--- src/rtl/argmax_stream.sv ---
// Streaming FP16 arg-max/arg-min classifier head: one score per beat, winner index/value at end.
// Optional runner-up tracking is enabled with `define ARGMAX_RUNNER_UP_EN.
module argmax_stream #(
    parameter  int unsigned N_ELEM = 10,
    parameter  int unsigned EXP_W  = 5,
    parameter  int unsigned MAN_W  = 10,
    localparam int unsigned DATA_W = 1 + EXP_W + MAN_W,
    localparam int unsigned IDX_W  = $clog2(N_ELEM)
) (
    input  logic              clk,
    input  logic              rst,
    input  logic              start,
    input  logic              mode_min,
    input  logic              in_valid,
    output logic              in_ready,
    input  logic [DATA_W-1:0] in_data,
    output logic              busy,
    output logic              done,
    output logic              res_valid,
    output logic [IDX_W-1:0]  res_idx,
    output logic [DATA_W-1:0] res_val
`ifdef ARGMAX_RUNNER_UP_EN
   ,output logic [IDX_W-1:0]  ru_idx,
    output logic [DATA_W-1:0] ru_val
`endif
);

    typedef enum logic [1:0] {IDLE, RUN, DONE} state_t;

    state_t             state, state_nx;
    logic [IDX_W-1:0]   cnt;
    logic               mode;
    logic [DATA_W-1:0]  best_val, best_val_nx;
    logic [IDX_W-1:0]   best_idx, best_idx_nx;
    logic               beat, last, new_best;

    // Strict "a beats b": NaN never wins, any non-NaN beats NaN, -0 and +0 map to the same key.
    function automatic logic better(input logic [DATA_W-1:0] a, input logic [DATA_W-1:0] b,
                                    input logic mn);
        logic               a_nan, b_nan, res;
        logic signed [DATA_W-1:0] ka, kb;
        a_nan = (&a[DATA_W-2:MAN_W]) && (|a[MAN_W-1:0]);
        b_nan = (&b[DATA_W-2:MAN_W]) && (|b[MAN_W-1:0]);
        ka    = signed'({1'b0, a[DATA_W-2:0]});
        kb    = signed'({1'b0, b[DATA_W-2:0]});
        if (a[DATA_W-1]) ka = -ka;
        if (b[DATA_W-1]) kb = -kb;
        if (a_nan)      res = 1'b0;
        else if (b_nan) res = 1'b1;
        else            res = mn ? (ka < kb) : (ka > kb);
        return res;
    endfunction

    assign beat = in_valid & in_ready;
    assign last = beat && (cnt == IDX_W'(N_ELEM - 1));

    always_ff @(posedge clk or negedge rst) begin
        if (!rst) state <= IDLE;
        else      state <= state_nx;
    end

    always_comb begin
        state_nx = state;
        case (state)
            IDLE:    if (start) state_nx = RUN;
            RUN:     if (last)  state_nx = DONE;
            DONE:    state_nx = IDLE;
            default: state_nx = IDLE;
        endcase
    end

    // Best-so-far including the beat in flight, so the final beat lands in res_* directly.
    always_comb begin
        best_val_nx = best_val;
        best_idx_nx = best_idx;
        new_best    = 1'b0;
        if (beat && ((cnt == '0) || better(in_data, best_val, mode))) begin
            new_best    = 1'b1;
            best_val_nx = in_data;
            best_idx_nx = cnt;
        end
    end

`ifdef ARGMAX_RUNNER_UP_EN
    logic [DATA_W-1:0] ru_val_r, ru_val_nx;
    logic [IDX_W-1:0]  ru_idx_r, ru_idx_nx;
    logic              ru_have, ru_have_nx;

    always_comb begin
        ru_val_nx  = ru_val_r;
        ru_idx_nx  = ru_idx_r;
        ru_have_nx = ru_have;
        if (beat) begin
            if (cnt == '0) begin
                ru_have_nx = 1'b0;
            end else if (new_best) begin
                ru_val_nx  = best_val;
                ru_idx_nx  = best_idx;
                ru_have_nx = 1'b1;
            end else if (!ru_have || better(in_data, ru_val_r, mode)) begin
                ru_val_nx  = in_data;
                ru_idx_nx  = cnt;
                ru_have_nx = 1'b1;
            end
        end
    end

    always_ff @(posedge clk or negedge rst) begin
        if (!rst) begin
            ru_val_r <= '0;
            ru_idx_r <= '0;
            ru_have  <= 1'b0;
            ru_idx   <= '1;
            ru_val   <= '0;
        end else begin
            ru_val_r <= ru_val_nx;
            ru_idx_r <= ru_idx_nx;
            ru_have  <= ru_have_nx;
            if (last) begin
                ru_idx <= ru_idx_nx;
                ru_val <= ru_val_nx;
            end
        end
    end
`endif

    always_ff @(posedge clk or negedge rst) begin
        if (!rst) begin
            in_ready  <= 1'b0;
            busy      <= 1'b0;
            done      <= 1'b0;
            res_valid <= 1'b0;
            res_idx   <= '1;
            res_val   <= '0;
            cnt       <= '0;
            mode      <= 1'b0;
            best_val  <= '0;
            best_idx  <= '0;
        end else begin
            in_ready <= (state_nx == RUN);
            busy     <= (state_nx == RUN);
            done     <= (state_nx == DONE);
            best_val <= best_val_nx;
            best_idx <= best_idx_nx;
            if (state == IDLE && start) begin
                cnt  <= '0;
                mode <= mode_min;
            end else if (beat) begin
                cnt <= cnt + IDX_W'(1);
            end
            if (last) begin
                res_valid <= 1'b1;
                res_idx   <= best_idx_nx;
                res_val   <= best_val_nx;
            end
        end
    end

endmodule
--- config.mk ---
export PLATFORM = sky130hd
export DESIGN_NAME = argmax_stream
export DESIGN_NICKNAME = d
export VERILOG_FILES = /design/src/rtl/argmax_stream.sv
export SDC_FILE = /design/constraint.sdc
export NUM_CORES = 1
export LEC_CHECK = 0
export CORE_UTILIZATION = 50
export DETAILED_ROUTE_END_ITERATION = 10
export PLACE_DENSITY = 0.83
export RECOVER_POWER = 100
export SYNTH_ARGS = -nofsm -noshare
export SYNTH_HDL_FRONTEND = slang
export SYNTH_SLANG_ARGS = --single-unit
--- constraint.sdc ---
create_clock -name clk -period 4.6 [get_ports clk]
set_input_delay 1.38 -clock clk [delete_from_list [all_inputs] [get_ports clk]]
set_output_delay 1.38 -clock clk [all_outputs]
set_load 0.05 [all_outputs]
==> impl_metrics.ini, run 1 <==
[outcome]
outcome = finished, violations left
violations = max-capacitance violations, max-slew violations, negative setup slack

[power]
power.static_leakage_nw = 2.05
power_per_standard_cell_area_mw_per_mm2 = 856
vdd_ir_drop_max_v = 0.000549
finalPower_mw = 4.04

[detailed_routing]
via_per_inst = 5.96
avgRoutedWirePerCell_um = 18.0
drt_first_iter_violations = 187
vias = 3297
route.final.wire_length_um = 9970
route.detailed.drc = 0
detail_route.first_pass.iterations = 4
antenna_left = 0

[synthesis]
yosys.cell_types.count = 52
edff_count_synth = 0
ys.flop_type = sky130_fd_sc_hd__dfrtp_1
syn_inst = 371
synth-seq-area-share = 0.358
post-synth-top-area-cell = sky130_fd_sc_hd__dfrtp_1
syn_nets = 413
yosys.area.top_type_share = 0.328
postSynthRegisterBits = 50
synth-warning-count = 0
synthesis.area_mm2 = 0.00351
synth.top_cells.by_count = sky130_fd_sc_hd__dfrtp_1, sky130_fd_sc_hd__o31ai_1, sky130_fd_sc_hd__nor2_1, sky130_fd_sc_hd__ha_1, sky130_fd_sc_hd__nand2_1
asr_flop_ratio_synth = 1.00
yosysMostFrequentCell = sky130_fd_sc_hd__dfrtp_1
synth.top_cells.by_area = sky130_fd_sc_hd__dfrtp_1, sky130_fd_sc_hd__o31ai_1, sky130_fd_sc_hd__ha_1
syn_avg_cell_area_um2 = 9.45

[sta]
finalSetupViolations = 1
timing.final.max_slew_violations = 51
max_clock_freq_ghz = 0.217
hold_viol = 0
fin_worst_hold_slack_ps = 477
rsz0062_at_grt = true
worst_margin_slew_ps = 2600
timing.slew.headroom = -0.734
clock-skew-final_ps = 5.71
finalCritPeriodShare = 1.00
setup_tns_ps = -5.79
min_period_ps = 4610
fin_ws_ps = -5.79

[global_routing]
grt_max_degree = 51
overall_overflow_remaining_after_global_route = 0
grt_util_all_layers = 0.282
grt_pass1_wl_um = 16100
vias_in_the_first_global_route = 3305
antenna_found_initial = 0

[clocking]
tritoncts.num_buffers = 5
ctsHtreeMaxLevel = 2
worst_skew_pair.late_latency_ps = 310
tritoncts = built
root_buffer = sky130_fd_sc_hd__clkbuf_8
cts.sink_count = 50
clock_tree.buffer_depth = 2
cts.reportedPaths.clkPinSlew_ps = 90

[layout]
final_layout_size_suffix_gt1_frac = 0.278
fillers = 495
synthToLayoutAreaGrowth_pct = 34.7
final_net_count = 498
n_antenna_cell = 0
final_design_area_no_fill_mm2 = 0.00472

[floorplanning]
die_h_um = 85.7
std_cell_rows = 30
start_util = 0.516
die-width_um = 85.7
ios = 45
design.die.area_mm2 = 0.00735
design.core.area_mm2 = 0.00679

[placement]
port_buffers = 44
detailedPlacementHpwl_um = 6640
gp_routability_congestion = 0.837
worst_slack_at_placement_ps = -678
placed_area_mm2 = 0.00428

[setup_path]
worstPathMaxFanout = 8
cp.required_ps = 4800
critPathLaunchType = primary input
cp_data_arrival_time_ps = 4800
end_kind = register
setup.worst_path.class = primary input to register

[flow_run]
maxCapViolations = 1

[hold_path]
min_path_type = register to register
==> critical path, cell delays in order <==
cell                              delay [ps]
sky130_fd_sc_hd__clkdlybuf4s15_1         200
sky130_fd_sc_hd__inv_2                    80
sky130_fd_sc_hd__ha_4                    120
sky130_fd_sc_hd__nand3b_1                140
sky130_fd_sc_hd__or3_4                   440
sky130_fd_sc_hd__o31ai_4                 190
sky130_fd_sc_hd__xnor2_1                  90
sky130_fd_sc_hd__ha_1                    310
sky130_fd_sc_hd__nand4_1                 160
sky130_fd_sc_hd__buf_4                   190
sky130_fd_sc_hd__nor4_4                  230
sky130_fd_sc_hd__nor2_2                   70
sky130_fd_sc_hd__or3_4                   340
sky130_fd_sc_hd__a21oi_4                 170
sky130_fd_sc_hd__o31ai_4                 100
sky130_fd_sc_hd__buf_6                   150
sky130_fd_sc_hd__buf_16                  140
sky130_fd_sc_hd__mux2_4                  300
==> path summary, 6_finish.rpt <==
check,from,end,slack [ps],depth (start not counted)
max,in_data[1],best_val[8],-6,18
min,res_valid,res_valid,480,1
max reg2reg,best_val[0],best_val[8],210,17
min reg2reg,res_valid,res_valid,480,1
max in group asynchronous,rst,best_idx[0],1250,1
min in group asynchronous,rst,res_val[12],1870,1
==> layer usage <==
metal | global-route usage | vias to the layer above | wire (um)
met4 | 0.141 | 0 | 385
met3 | 0.0414 | 30 | 401
met5 | 0 | - | 0
met2 | 0.478 | 108 | 5050
li1 | - | 1540 | -
met1 | 0.352 | 1619 | 4140
==> per-stage QoR <==
stage               instances   util
global route              553  0.695
global placement          527  0.630
finish                    553  0.695
CTS                       547  0.677
detailed placement        527  0.630
floorplan                 371      -
==> flip-flops by register name, indices dropped and copies added, names as in the netlist <==
register	count
mode	1
state	2
res_valid	1
busy	1
best_val	16
best_idx	4
done	1
cnt	4
res_val	16
res_idx	4
==> cells by family (layout without fill, tap and decap cells) <==
| logic type | Yosys count | in the layout | synth area share |
|---|---|---|---|
| simple gates | 120 | 120 | 0.177 |
| compound gates | 96 | 96 | 0.195 |
| flops | 50 | 50 | 0.358 |
| buf+inv | 33 | 119 | 0.0443 |
| xor+xnor | 29 | 29 | 0.0724 |
| mux | 22 | 22 | 0.0774 |
| fa+ha+maj | 21 | 21 | 0.0749 |
==> placed cells by master (no fill, tap or decap), drive strengths merged, types with 2 or more instances in the layout <==
cell type	count
nand4	5
o21bai	2
mux2i	5
nand2	20
or4	5
or3	11
o41ai	2
a21oi	11
clkinv	2
buf	59
nor3	4
clkbuf	11
nand3	13
inv	10
clkdlybuf4s50	8
xor2	13
nor4	2
a21boi	2
a31o	2
dfstp	4
xnor2	16
a31oi	16
nor2	33
o31ai	37
nand2b	5
dfrtp	46
and2	13
a2bb2oi	2
mux2	17
ha	21
o21a	2
o21ai	13
and3	4
dlygate4sd3	26
==> area by class of cell <==
| type | instances | area (um^2) | area share |
|---|---|---|---|
| well taps | 96 | 120 | 0.0254 |
| flip-flops and latches | 50 | 1260 | 0.266 |
| inverters | 10 | 37.5 | 0.00795 |
| clock buffers | 5 | 68.8 | 0.0146 |
| repair buffers | 101 | 925 | 0.196 |
| clock inverters | 3 | 40.0 | 0.00848 |
| multi-input cells | 288 | 2280 | 0.482 |
==> timing repair <==
item | 4_1_cts | 5_1_grt
hold buffers | 0 | 0
setup endpoints to repair | 40 | 40
pin swaps | 21 | 19
gates cloned | 2 | 0
buffers inserted | 10 | 6
resized for setup | 42 | 31
==> report_power, final <==
| group | leakage [nW] | switching [mW] | internal, mW |
|---|---|---|---|
| logic | 1.40 | 1.54 | 1.29 |
| registers | 0.600 | 0.240 | 0.665 |
| clock network | 0.0579 | 0.148 | 0.160 |
Note: power is estimated with default switching activity, not from simulation.
==> inputs of run 2 (changes only) <==
ABC_CLOCK_PERIOD_IN_PS = 5600   (was unset)
clock period = 5.6 ns   (was 4.6 ns; I/O delays follow)
==> impl_metrics.ini, run 2 (synthesis results as in run 1) <==
[setup_path]
cp.required_ps = 5810
end_kind = register
r2r_cells = 15
path_common_cell = sky130_fd_sc_hd__a21oi_1
cp_data_arrival_time_ps = 5590
r2r_setup_slack_ps = 1340
worstPathMaxFanout = 15
slowest_delay_ps = 560
critPathSlowestCell = sky130_fd_sc_hd__or4_1
worstPathCellList = clkdlybuf4s50_1 -> or4_1 -> or3_1 -> o31ai_1 -> xnor2_1 -> ha_1 -> a21oi_1 -> a21oi_1 -> a211oi_2 -> nand3_1 -> o21a_1 -> o31ai_4 -> buf_12 -> mux2_2
setup.worst_path.class = primary input to register
regToRegStartpoint = best_val[1]
regToRegEndpoint = best_val[6]
critPathLaunchType = primary input

[placement]
port_buffers = 44
placed_area_mm2 = 0.00425
dp_cells = 524
gp_routability_congestion = 0.877
detailedPlacementHpwl_um = 6880
worst_slack_at_placement_ps = -183

[layout]
n_antenna_cell = 0
utilization = 0.638
final_layout_size_suffix_gt1_frac = 0.161
layout_common_cells = sky130_fd_sc_hd__dfrtp_1, sky130_fd_sc_hd__o31ai_1, sky130_fd_sc_hd__nor2_1
mostFrequentLayoutCell = sky130_fd_sc_hd__dfrtp_1
synthToLayoutAreaGrowth_pct = 23.6
largest_registers = best_val: 16 flops, res_val: 16 flops
final_design_area_no_fill_mm2 = 0.00433
post_layout_nonfiller_instances = 532
final_net_count = 477

[sta]
setup_tns_ps = 0
hold_viol = 0
timing.slew.headroom = -0.755
finalSetupViolations = 0
clock-skew-final_ps = 10.6
min_period_ps = 5380
fin_ws_ps = 215
max_clock_freq_ghz = 0.186
fin_worst_hold_slack_ps = 467
finalCritPeriodShare = 0.962
worst_margin_slew_ps = 2630
timing.final.max_slew_violations = 51

[clocking]
cts.reportedPaths.clkPinSlew_ps = 90
root_buffer = sky130_fd_sc_hd__clkbuf_8
postCtsHoldBufs = 0
worst_skew_pair.late_latency_ps = 320
clock_tree.buffer_depth = 2
cts.sink_count = 50
ctsHtreeMaxLevel = 2
tritoncts = built
tritoncts.num_buffers = 5

[floorplanning]
die-width_um = 85.7
std_cell_rows = 30
design.die.area_mm2 = 0.00735
start_util = 0.516
die_h_um = 85.7
design.core.area_mm2 = 0.00679
ios = 45

[detailed_routing]
antenna_left = 0
vias = 3178
avgRoutedWirePerCell_um = 17.4
via_per_inst = 5.97
detail_route.first_pass.iterations = 5
route.detailed.drc = 0
route.final.wire_length_um = 9270
drt_first_iter_violations = 165

[power]
power.static_leakage_nw = 1.88
vdd_ir_drop_max_v = 0.000347
power_per_standard_cell_area_mw_per_mm2 = 693
finalPower_mw = 3.00

[global_routing]
vias_in_the_first_global_route = 3162
overall_overflow_remaining_after_global_route = 0
grt_pass1_wl_um = 15500
grt_max_degree = 51
antenna_found_initial = 0
grt_util_all_layers = 0.271

[hold_path]
whs_path_depth = 1
timing.hold.worst_endpoint = res_valid
timing.hold.worst.start = res_valid
min_path_type = register to register

[outcome]
outcome = finished, violations left
violations = max-capacitance violations, max-slew violations

[flow_run]
maxCapViolations = 1
[run 2: cell count changes in the layout (fill, tap and decap cells not counted), moves of 4 or more]
| cell | change |
|---|---|
| sky130_fd_sc_hd__buf_4 | -16 |
| sky130_fd_sc_hd__buf_6 | -9 |
| sky130_fd_sc_hd__clkdlybuf4s50_1 | +9 |
| sky130_fd_sc_hd__o31ai_1 | +7 |
| sky130_fd_sc_hd__o31ai_2 | -5 |
| sky130_fd_sc_hd__clkbuf_2 | -4 |
| sky130_fd_sc_hd__or3_1 | +4 |
| sky130_fd_sc_hd__or3_4 | -4 |
[run 2: cell type report]
| type | instances | area, um^2 |
|---|---|---|
| clock buffer | 6 | 72.6 |
| clock inverter | 2 | 10.0 |
| fill | 531 | 2460 |
| inverter | 10 | 37.5 |
| multi-input combinational | 288 | 2100 |
| sequential | 50 | 1260 |
| tap | 96 | 120 |
| timing repair buffer | 80 | 732 |
[run 2: per-layer routing]
layer	track usage	vias up	wire length, um
li1	-	1503	-
met1	0.333	1526	3860
met2	0.471	127	4680
met3	0.0549	22	439
met4	0.103	0	287
met5	0	-	0
[run 2: worst max path at each step]
stage | end | startpoint | cells past startpoint | slack (ps)
3_3_place_gp | best_idx[1] | in_data[7] | 14 | -30
2_1_floorplan | best_val[10] | in_data[3] | 14 | 340
6_report | best_val[6] | in_data[7] | 14 | 220
5_1_grt | best_val[6] | in_data[7] | 14 | -80
3_5_place_dp | best_val[6] | in_data[7] | 14 | -180
4_1_cts | best_val[6] | in_data[7] | 14 | 160
[run 2: worst max-delay path: cells and delay by family]
family | cells | cell delay (ps)
xor+xnor | 1 | 100
fa+ha+maj | 1 | 340
simple gates | 3 | 1140
buf+inv | 2 | 630
compound gates | 6 | 1350
mux | 1 | 350
[run 2: report_power, final]
group	internal [mW]	switching, mW
Sequential	0.546	0.196
Combinational	0.887	1.17
Clock	0.0869	0.123
[run 2: repair_timing]
| item | CTS | global route |
|---|---|---|
| resized for setup | 0 | 2 |
| buffers inserted | 0 | 0 |
| endpoints found under the setup margin | 0 | 27 |
